## src/rtl/dpe_demultiplexer.sv

```systemverilog
// Purpose : route one DPE stream to one of five outputs, chosen per packet by one-hot tuser[4:0].
// Latency : 1 clk from input acceptance to outk_tvalid through a single shared output register.
// Backpressure: inp_tready = !reg_vld | out[reg_dest]_tready; invalid-destination packets are sunk at full rate.
//
// Build option: define DPE_DEMUX_DROP_CNT_EN to add a 16-bit saturating drop_cnt output
// that counts packets discarded for an invalid destination.
module dpe_demultiplexer #(
    parameter int TDATA_WIDTH = 128,
    parameter int TUSER_WIDTH = 5
) (
    input  logic                       clk,
    input  logic                       rst,
    input  logic                       pause,
    output logic                       paused,
    input  logic                       inp_tvalid,
    output logic                       inp_tready,
    input  logic [TDATA_WIDTH-1:0]     inp_tdata,
    input  logic [TDATA_WIDTH/8-1:0]   inp_tkeep,
    input  logic                       inp_tlast,
    input  logic [TUSER_WIDTH-1:0]     inp_tuser,
    output logic                       out0_tvalid,
    input  logic                       out0_tready,
    output logic                       out1_tvalid,
    input  logic                       out1_tready,
    output logic                       out2_tvalid,
    input  logic                       out2_tready,
    output logic                       out3_tvalid,
    input  logic                       out3_tready,
    output logic                       out4_tvalid,
    input  logic                       out4_tready,
    output logic [TDATA_WIDTH-1:0]     out_tdata,
    output logic [TDATA_WIDTH/8-1:0]   out_tkeep,
    output logic                       out_tlast,
    output logic [TUSER_WIDTH-1:0]     out_tuser
`ifdef DPE_DEMUX_DROP_CNT_EN
    ,
    output logic [15:0]                drop_cnt
`endif
);

    typedef struct packed {
        logic [TDATA_WIDTH-1:0]   data;
        logic [TDATA_WIDTH/8-1:0] keep;
        logic                     last;
        logic [TUSER_WIDTH-1:0]   user;
    } beat_t;

    typedef enum logic [1:0] {
        S_IDLE   = 2'd0,
        S_FWD    = 2'd1,
        S_DROP   = 2'd2,
        S_PAUSED = 2'd3
    } state_t;

    state_t      state;
    state_t      state_nxt;

    logic [4:0]  dest;          // destination of the packet currently in flight
    logic [4:0]  in_sel;
    logic        sel_ok;
    logic [4:0]  out_rdy;
    logic        reg_vld;
    logic [4:0]  reg_dest;      // destination of the beat held in the output register
    beat_t       reg_dat;
    logic        reg_drain;
    logic        fwd_rdy;
    logic        in_acc;
    logic        load;
    logic [4:0]  load_dest;

    assign in_sel  = inp_tuser[4:0];
    assign sel_ok  = (in_sel != 5'd0) && ((in_sel & (in_sel - 5'd1)) == 5'd0);
    assign out_rdy = {out4_tready, out3_tready, out2_tready, out1_tready, out0_tready};

    // Readiness follows the port of the beat being held, which for a packet's first
    // beat is still the previous packet's port: back-to-back packets need no bubble.
    assign reg_drain = reg_vld & (|(out_rdy & reg_dest));
    assign fwd_rdy   = !reg_vld | (|(out_rdy & reg_dest));
    assign in_acc    = inp_tvalid & inp_tready;

    // Only beats of a routed packet enter the output register; dropped beats never do.
    assign load      = in_acc & (((state == S_IDLE) & sel_ok) | (state == S_FWD));
    assign load_dest = (state == S_IDLE) ? in_sel : dest;

    // State register
    always_ff @(posedge clk) begin
        if (!rst) begin
            state <= S_IDLE;
        end else begin
            state <= state_nxt;
        end
    end

    // Next-state decode; pause is only honoured between packets
    always_comb begin
        state_nxt = state;
        case (state)
            S_IDLE: begin
                if (pause) begin
                    state_nxt = S_PAUSED;
                end else if (in_acc && !inp_tlast) begin
                    state_nxt = sel_ok ? S_FWD : S_DROP;
                end
            end
            S_FWD: begin
                if (in_acc && inp_tlast) begin
                    state_nxt = S_IDLE;
                end
            end
            S_DROP: begin
                if (in_acc && inp_tlast) begin
                    state_nxt = S_IDLE;
                end
            end
            S_PAUSED: begin
                if (!pause) begin
                    state_nxt = S_IDLE;
                end
            end
            default: state_nxt = S_IDLE;
        endcase
    end

    // State outputs; nothing is accepted while reset is asserted
    always_comb begin
        inp_tready = 1'b0;
        paused     = 1'b0;
        if (rst) begin
            case (state)
                S_IDLE:   inp_tready = !pause & fwd_rdy;
                S_FWD:    inp_tready = fwd_rdy;
                S_DROP:   inp_tready = 1'b1;
                S_PAUSED: paused     = !reg_vld;
                default:  inp_tready = 1'b0;
            endcase
        end
    end

    // Latch the destination on the first beat of a valid packet; frozen until tlast
    always_ff @(posedge clk) begin
        if (!rst) begin
            dest <= 5'd0;
        end else if (in_acc && (state == S_IDLE) && sel_ok) begin
            dest <= in_sel;
        end
    end

    // Single-entry output register: load (or replace while draining), else clear on drain
    always_ff @(posedge clk) begin
        if (!rst) begin
            reg_vld  <= 1'b0;
            reg_dest <= 5'd0;
            reg_dat  <= '0;
        end else if (load) begin
            reg_vld      <= 1'b1;
            reg_dest     <= load_dest;
            reg_dat.data <= inp_tdata;
            reg_dat.keep <= inp_tkeep;
            reg_dat.last <= inp_tlast;
            reg_dat.user <= inp_tuser;
        end else if (reg_drain) begin
            reg_vld <= 1'b0;
        end
    end

    assign out0_tvalid = reg_vld & reg_dest[0];
    assign out1_tvalid = reg_vld & reg_dest[1];
    assign out2_tvalid = reg_vld & reg_dest[2];
    assign out3_tvalid = reg_vld & reg_dest[3];
    assign out4_tvalid = reg_vld & reg_dest[4];
    assign out_tdata   = reg_dat.data;
    assign out_tkeep   = reg_dat.keep;
    assign out_tlast   = reg_dat.last;
    assign out_tuser   = reg_dat.user;

`ifdef DPE_DEMUX_DROP_CNT_EN
    // Count each discarded packet once, on the beat that opened it in IDLE; saturate
    always_ff @(posedge clk) begin
        if (!rst) begin
            drop_cnt <= 16'd0;
        end else if (in_acc && (state == S_IDLE) && !sel_ok && (drop_cnt != 16'hFFFF)) begin
            drop_cnt <= drop_cnt + 16'd1;
        end
    end
`endif

endmodule
```

## config.mk

```make
export PLATFORM = sky130hd
export DESIGN_NAME = dpe_demultiplexer
export DESIGN_NICKNAME = d
export VERILOG_FILES = /design/src/rtl/dpe_demultiplexer.sv
export SDC_FILE = /design/constraint.sdc
export NUM_CORES = 1
export LEC_CHECK = 0
export BUFFER_PORTS_ARGS = -buffer_cell sky130_fd_sc_hd__buf_2
export CAP_MARGIN = 20
export CORE_AREA = 2 2 133 135
export CTS_BUF_LIST = sky130_fd_sc_hd__clkbuf_8
export DETAILED_ROUTE_END_ITERATION = 7
export DIE_AREA = 0 0 135 137
export PLACE_DENSITY = 0.7
export SLEW_MARGIN = 5
export SYNTH_ARGS = -nofsm -noshare
export SYNTH_HDL_FRONTEND = slang
export SYNTH_SLANG_ARGS = --single-unit
```

## constraint.sdc

```tcl
create_clock -name clk -period 2.76 [get_ports clk]
set_input_delay 0.552 -clock clk [delete_from_list [all_inputs] [get_ports clk]]
set_output_delay 0.552 -clock clk [all_outputs]
set_load 0.05 [all_outputs]
```

# Word level (Yosys, flattened, before mapping)
# Index checks and enable logic that the tools add are counted.
[totals]
out_inout_bits = 157
ff_bits = 163
in_bits = 159
elab_cells = 57
[op_classes]
addsub = 1
n_bitwise = 14
n_eq_ne = 6
mux = 13
n_reduce_logical = 15
[ops]
columns = ["operator", "count"]
rows = [
  ["$and 1x1->1", 10],
  ["$and 5x5->5", 2],
  ["$mux 2", 5],
  ["$pmux 2 s3", 1],
  ["$logic_and 1x1->1", 5],
  ["$logic_not 5->1", 1],
  ["$mux 1", 5],
  ["$mux 5", 1],
  ["$reduce_bool 5->1", 1],
  ["$reduce_or 5->1", 1],
  ["$sub 5x1->5 const B", 1],
  ["$eq 2x2->1 const B", 2],
  ["$logic_not 1->1", 3],
  ["$ne 3x2->1 const B", 1],
  ["$pmux 1 s3", 1],
  ["$reduce_and 3->1", 1],
  ["$eq 2x1->1 const B", 1],
  ["$logic_not 2->1", 1],
  ["$ne 2x1->1 const B", 1],
  ["$ne 2x2->1 const B", 1],
  ["$or 1x1->1", 2],
  ["$reduce_bool 2->1", 1],
  ["$reduce_or 2->1", 1],
]

# Depth between registers and ports, before layout
[logic_depth]
ltp_word = 11
mapped_depth = 11
depth_no_buf = 7

# Least setup slack after synthesis
# Ideal clock, no wire load.
[synth_path]
kind = "input -> output"
from = "input port rst"
to = "output port paused"
path_stages = 5
required_time_ns = 2.208
path_slack_ns = 0.167
arrival_time_ns = 2.041
path_buffers = 3
path_cell_list = "clkbuf_1 > clkbuf_1 > clkbuf_1 > nand2_1 > nor2_1"
[synth_via]
elab_chain_len = 1
[synth_rtl]
columns = ["item", "line", "text"]
rows = [
  ["from (decl)", "12", "input logic rst,"],
  ["$mux 1", "128", "if (rst) begin"],
  ["to (decl)", "14", "output logic paused,"],
]
# Every way passes these cells.

# Final worst setup path
[layout_path]
from = "register state[1]"
to = "output port inp_tready"
[layout_via]
elab_chain_len = 3
elab_cells_between_ends = 5
cone_classes = "2 x eq/ne; 2 x mux; 1 x reduce/logical"
[layout_rtl]
columns = ["item", "line", "text"]
rows = [
  ["from (decl)", "55", "state_t state;"],
  ["from (signal assigned)", "90", "state <= state_nxt;"],
  ["$eq 2x2->1 (tied with other cells)", "129", "case (state)"],
  ["$pmux 1 s3 *", "129", ""],
  ["$mux 1 *", "128", ""],
  ["to (decl)", "16", "output logic inp_tready,"],
]
# Mark *: on every way between the ends. The rest lies on a longest branch, timed or not.

==> results.ini <==
[synth]
synth_top_family_by_area = multiplexers
yosysSeqAreaShare_pct = 48.5
avgSynthCellArea_sq_um = 9.18
synth_area_sq_um = 6720
synth_mux_area_share_pct = 23.8
syn_nets = 896
synth_edf_count = 0
ys_ff_latch = 163
synth-xor-area-share_pct = 0.130
synth-main-ff-cell = dfxtp_1
yosys.area_share.adder_pct = 0.931
synth_compound_area_share_pct = 3.07
synthSimpleGateAreaFrac_pct = 10.9
async_flop_share_pct = 0
yosysWarnings = 0
syn_inst = 732
yosysUniqueCellTypes = 32

[critical_path]
cp_num_buf_inv = 2
critPathLaunchType = flop
crit_family = flip-flops
end_kind = output pin
reg2reg_depth = 9
crit_slowest_cell = dfxtp_1
cp.required_ns = 2.21
r2r-end = out_tdata[33]
cp.arrival_ns = 1.98
ff2ff_setup_slack_ns = 0.37
cp_slowest_stage_delay_ns = 0.41
critPathKind = flop to output pin
path_cells = inv_1, ha_1, nor2b_1, o311a_1, and2_1, buf_2
critPathMaxFanout = 5
reg2reg_from = state[1]

[clock_tree]
cts_htree_levels = 4
cts_root_buf = clkbuf_8
cts_setup_buffers = 0
clockBufferDepth = 2
clk-insertion-delay-late_ns = 0.43
hold_buffers = 0
clock_sinks = 163
cts_tree = yes
clkTransAtPathRegs_ns = 0.09
numCtsBuffers = 17

[layout]
nNetsFinal = 1208
fill_cells = 1638
drive_gt1_share_pct = 34.3
register_area_sq_um = 3260
multi_input_area_sq_um = 2620
syn2layout_area_growth_pct = 33.3
antenna_cells = 0
stdcell_area_sq_um = 8960
stdcell_count = 1281

[timing]
setup_tns_ns = 0
post-route-min-period_ns = 2.53
setup_viol = 0
rsz0062_at_grt = false
drv_slew = 0
setup_slack_ns = 0.229
fin_worst_skew_ns = 0.0126
maxSlewHeadroom_pct = 43.3
clock.fmax_mhz = 395
hold_violations = 0
max_slew.worst_pin.slew_ns = 0.851
min_period_over_period_pct = 91.7

[global_route]
grt_first_pass_wirelength_mm = 24.7
grt_overflow_total = 0
gr-usage-all-layers_pct = 16.7
grt_pass1_vias = 5270
grt_max_degree = 160
antenna_found_initial = 0

[routing]
drt_iter0_drc = 158
viasPerCell = 4.44
num_vias = 5689
drt-pass1-iter-count = 6
wl_mm = 16.4
route.detailed.drc = 0
wl_per_cell_um = 12.8
antenna_left = 0

[die]
die_w_um = 135
pin_count = 316
core_sq_um = 17100
start_util_pct = 39.4
die_y_um = 137
die_area_sq_um = 18500
rows = 48

[placed_design]
place_congestion = 0.869
post_dp_cell_area_sq_um = 8540
post-dp-hpwl_mm = 12.3
portBuffers = 315
dp.cells = 1250
dp_slack_ns = 0.270

[power]
power.total_mw = 6.50
power_leakage_nw = 5.80
power.density_nw_per_um2 = 725
vdd_drop_max_mv = 0.325

[min_path]
whs_path_depth = 3
min_from = inp_tdata[77]
min_to = out_tdata[77]
min_path_type = primary input to flop

[outcome]
status = finished, final reports clean

[run]
drv_cap = 0

-- registers in the layout, summed over array words and instances (netlist names) --
register	count
out_tuser	5
out_tkeep	16
state	2
out_tlast	1
reg_vld	1
reg_dest	5
dest	5
out_tdata	128
-- cell usage in the layout, fill, tap and decap left out, types with 2 or more instances in the layout --
cell,Yosys,layout
dfxtp_1,163,162
o32ai_1,3,3
clkinv_2,0,3
buf_12,0,8
buf_2,2,314
bufinv_16,0,4
a21oi_1,7,7
and2_1,6,6
inv_1,155,157
nor2b_1,2,2
nand2b_1,2,2
clkbuf_8,0,17
nand3_1,6,6
ha_1,5,5
mux2i_1,160,160
o21ai_0,6,6
nand2_1,160,160
a22oi_1,2,2
a221oi_1,2,2
inv_6,0,3
buf_4,0,8
nand4_1,2,2
-- cell families (layout without fill, tap and decap cells) --
group,Yosys count,after routing
buffers and inverters,192,516
AND/OR/NAND/NOR,183,183
flip-flops,163,163
multiplexers,160,160
AO/OA/AOI/OAI,28,28
adder cells (fa/ha/maj),5,5
XOR/XNOR,1,1
-- power breakdown --
group	switching (mW)	leakage, nW	internal [mW]	total [mW]
Sequential	0.127	1.32	2.60	2.72
Clock	0.868	0.219	0.980	1.85
Combinational	1.34	4.27	0.585	1.93
-- worst max path at each step --
| stage | from | end | slack (ns) | cells after the start |
|---|---|---|---|---|
| CTS | state[0] | inp_tready | 0.13 | 6 |
| global placement | inp_tuser[2] | out_tdata[72] | 0.31 | 8 |
| finish | state[1] | inp_tready | 0.23 | 6 |
| floorplan | rst | paused | 0.17 | 5 |
| global route | state[0] | inp_tready | 0.05 | 6 |
| detailed placement | inp_tuser[2] | out_tdata[64] | 0.27 | 8 |
-- per-layer routing --
layer / routed length (um) / vias up / share of wire, % / track usage, %
li1: - / 2883 / - / -
met4: 186 / 0 / 1.1 / 5.56
met5: 0 / - / 0 / 0
met2: 7730 / 217 / 47 / 28.4
met1: 6990 / 2577 / 43 / 19.2
met3: 1480 / 12 / 9.0 / 6.70
-- worst register-to-register path: cells and delay by family, from the launching register on --
family	cells	cell delay [ns]
buffers and inverters	3	0.54
AO/OA/AOI/OAI	2	0.52
AND/OR/NAND/NOR	2	0.43
flip-flops	1	0.41
adder cells (fa/ha/maj)	1	0.21
multiplexers	1	0.21
-- per-stage QoR --
stage,hold WS (ns),utilization (%)
after global placement,0.441,50.1
after detailed placement,0.447,50.1
after global routing,0.293,52.5
final,0.333,52.5
after floorplan,0.447,-
after CTS,0.288,52.5
-- area by class of cell --
class                   count  share of cell area (%)
clock inverters            14                    2.07
inverters                 155                    6.49
well taps                 225                    3.14
clock buffers              17                    2.61
multi-input cells         377                    29.3
flip-flops and latches    163                    36.4
repair buffers            330                    20.0
-- synthesized netlist by cell type, drive strengths merged, types with 2 or more instances --
cell type  number  area [sq um]
a21oi           8          51.3
a221oi          2          17.5
a22oi           2          15.0
and2            6          37.5
buf            18           190
clkbuf         19          71.3
dfxtp         163          3260
ha              5          62.6
inv           155           582
mux2i         160          1600
nand2         160           601
nand2b          2          12.5
nand3           6          30.0
nand4           2          12.5
nor2b           2          12.5
o21ai           7          38.8
o32ai           3          26.3
-- repair_timing --
action | 4_1_cts | 5_1_grt
gates resized for setup | 0 | 1
setup endpoints to repair | 0 | 1
endpoints found under the hold margin | 0 | 0
(Power assumes the default switching activity.)
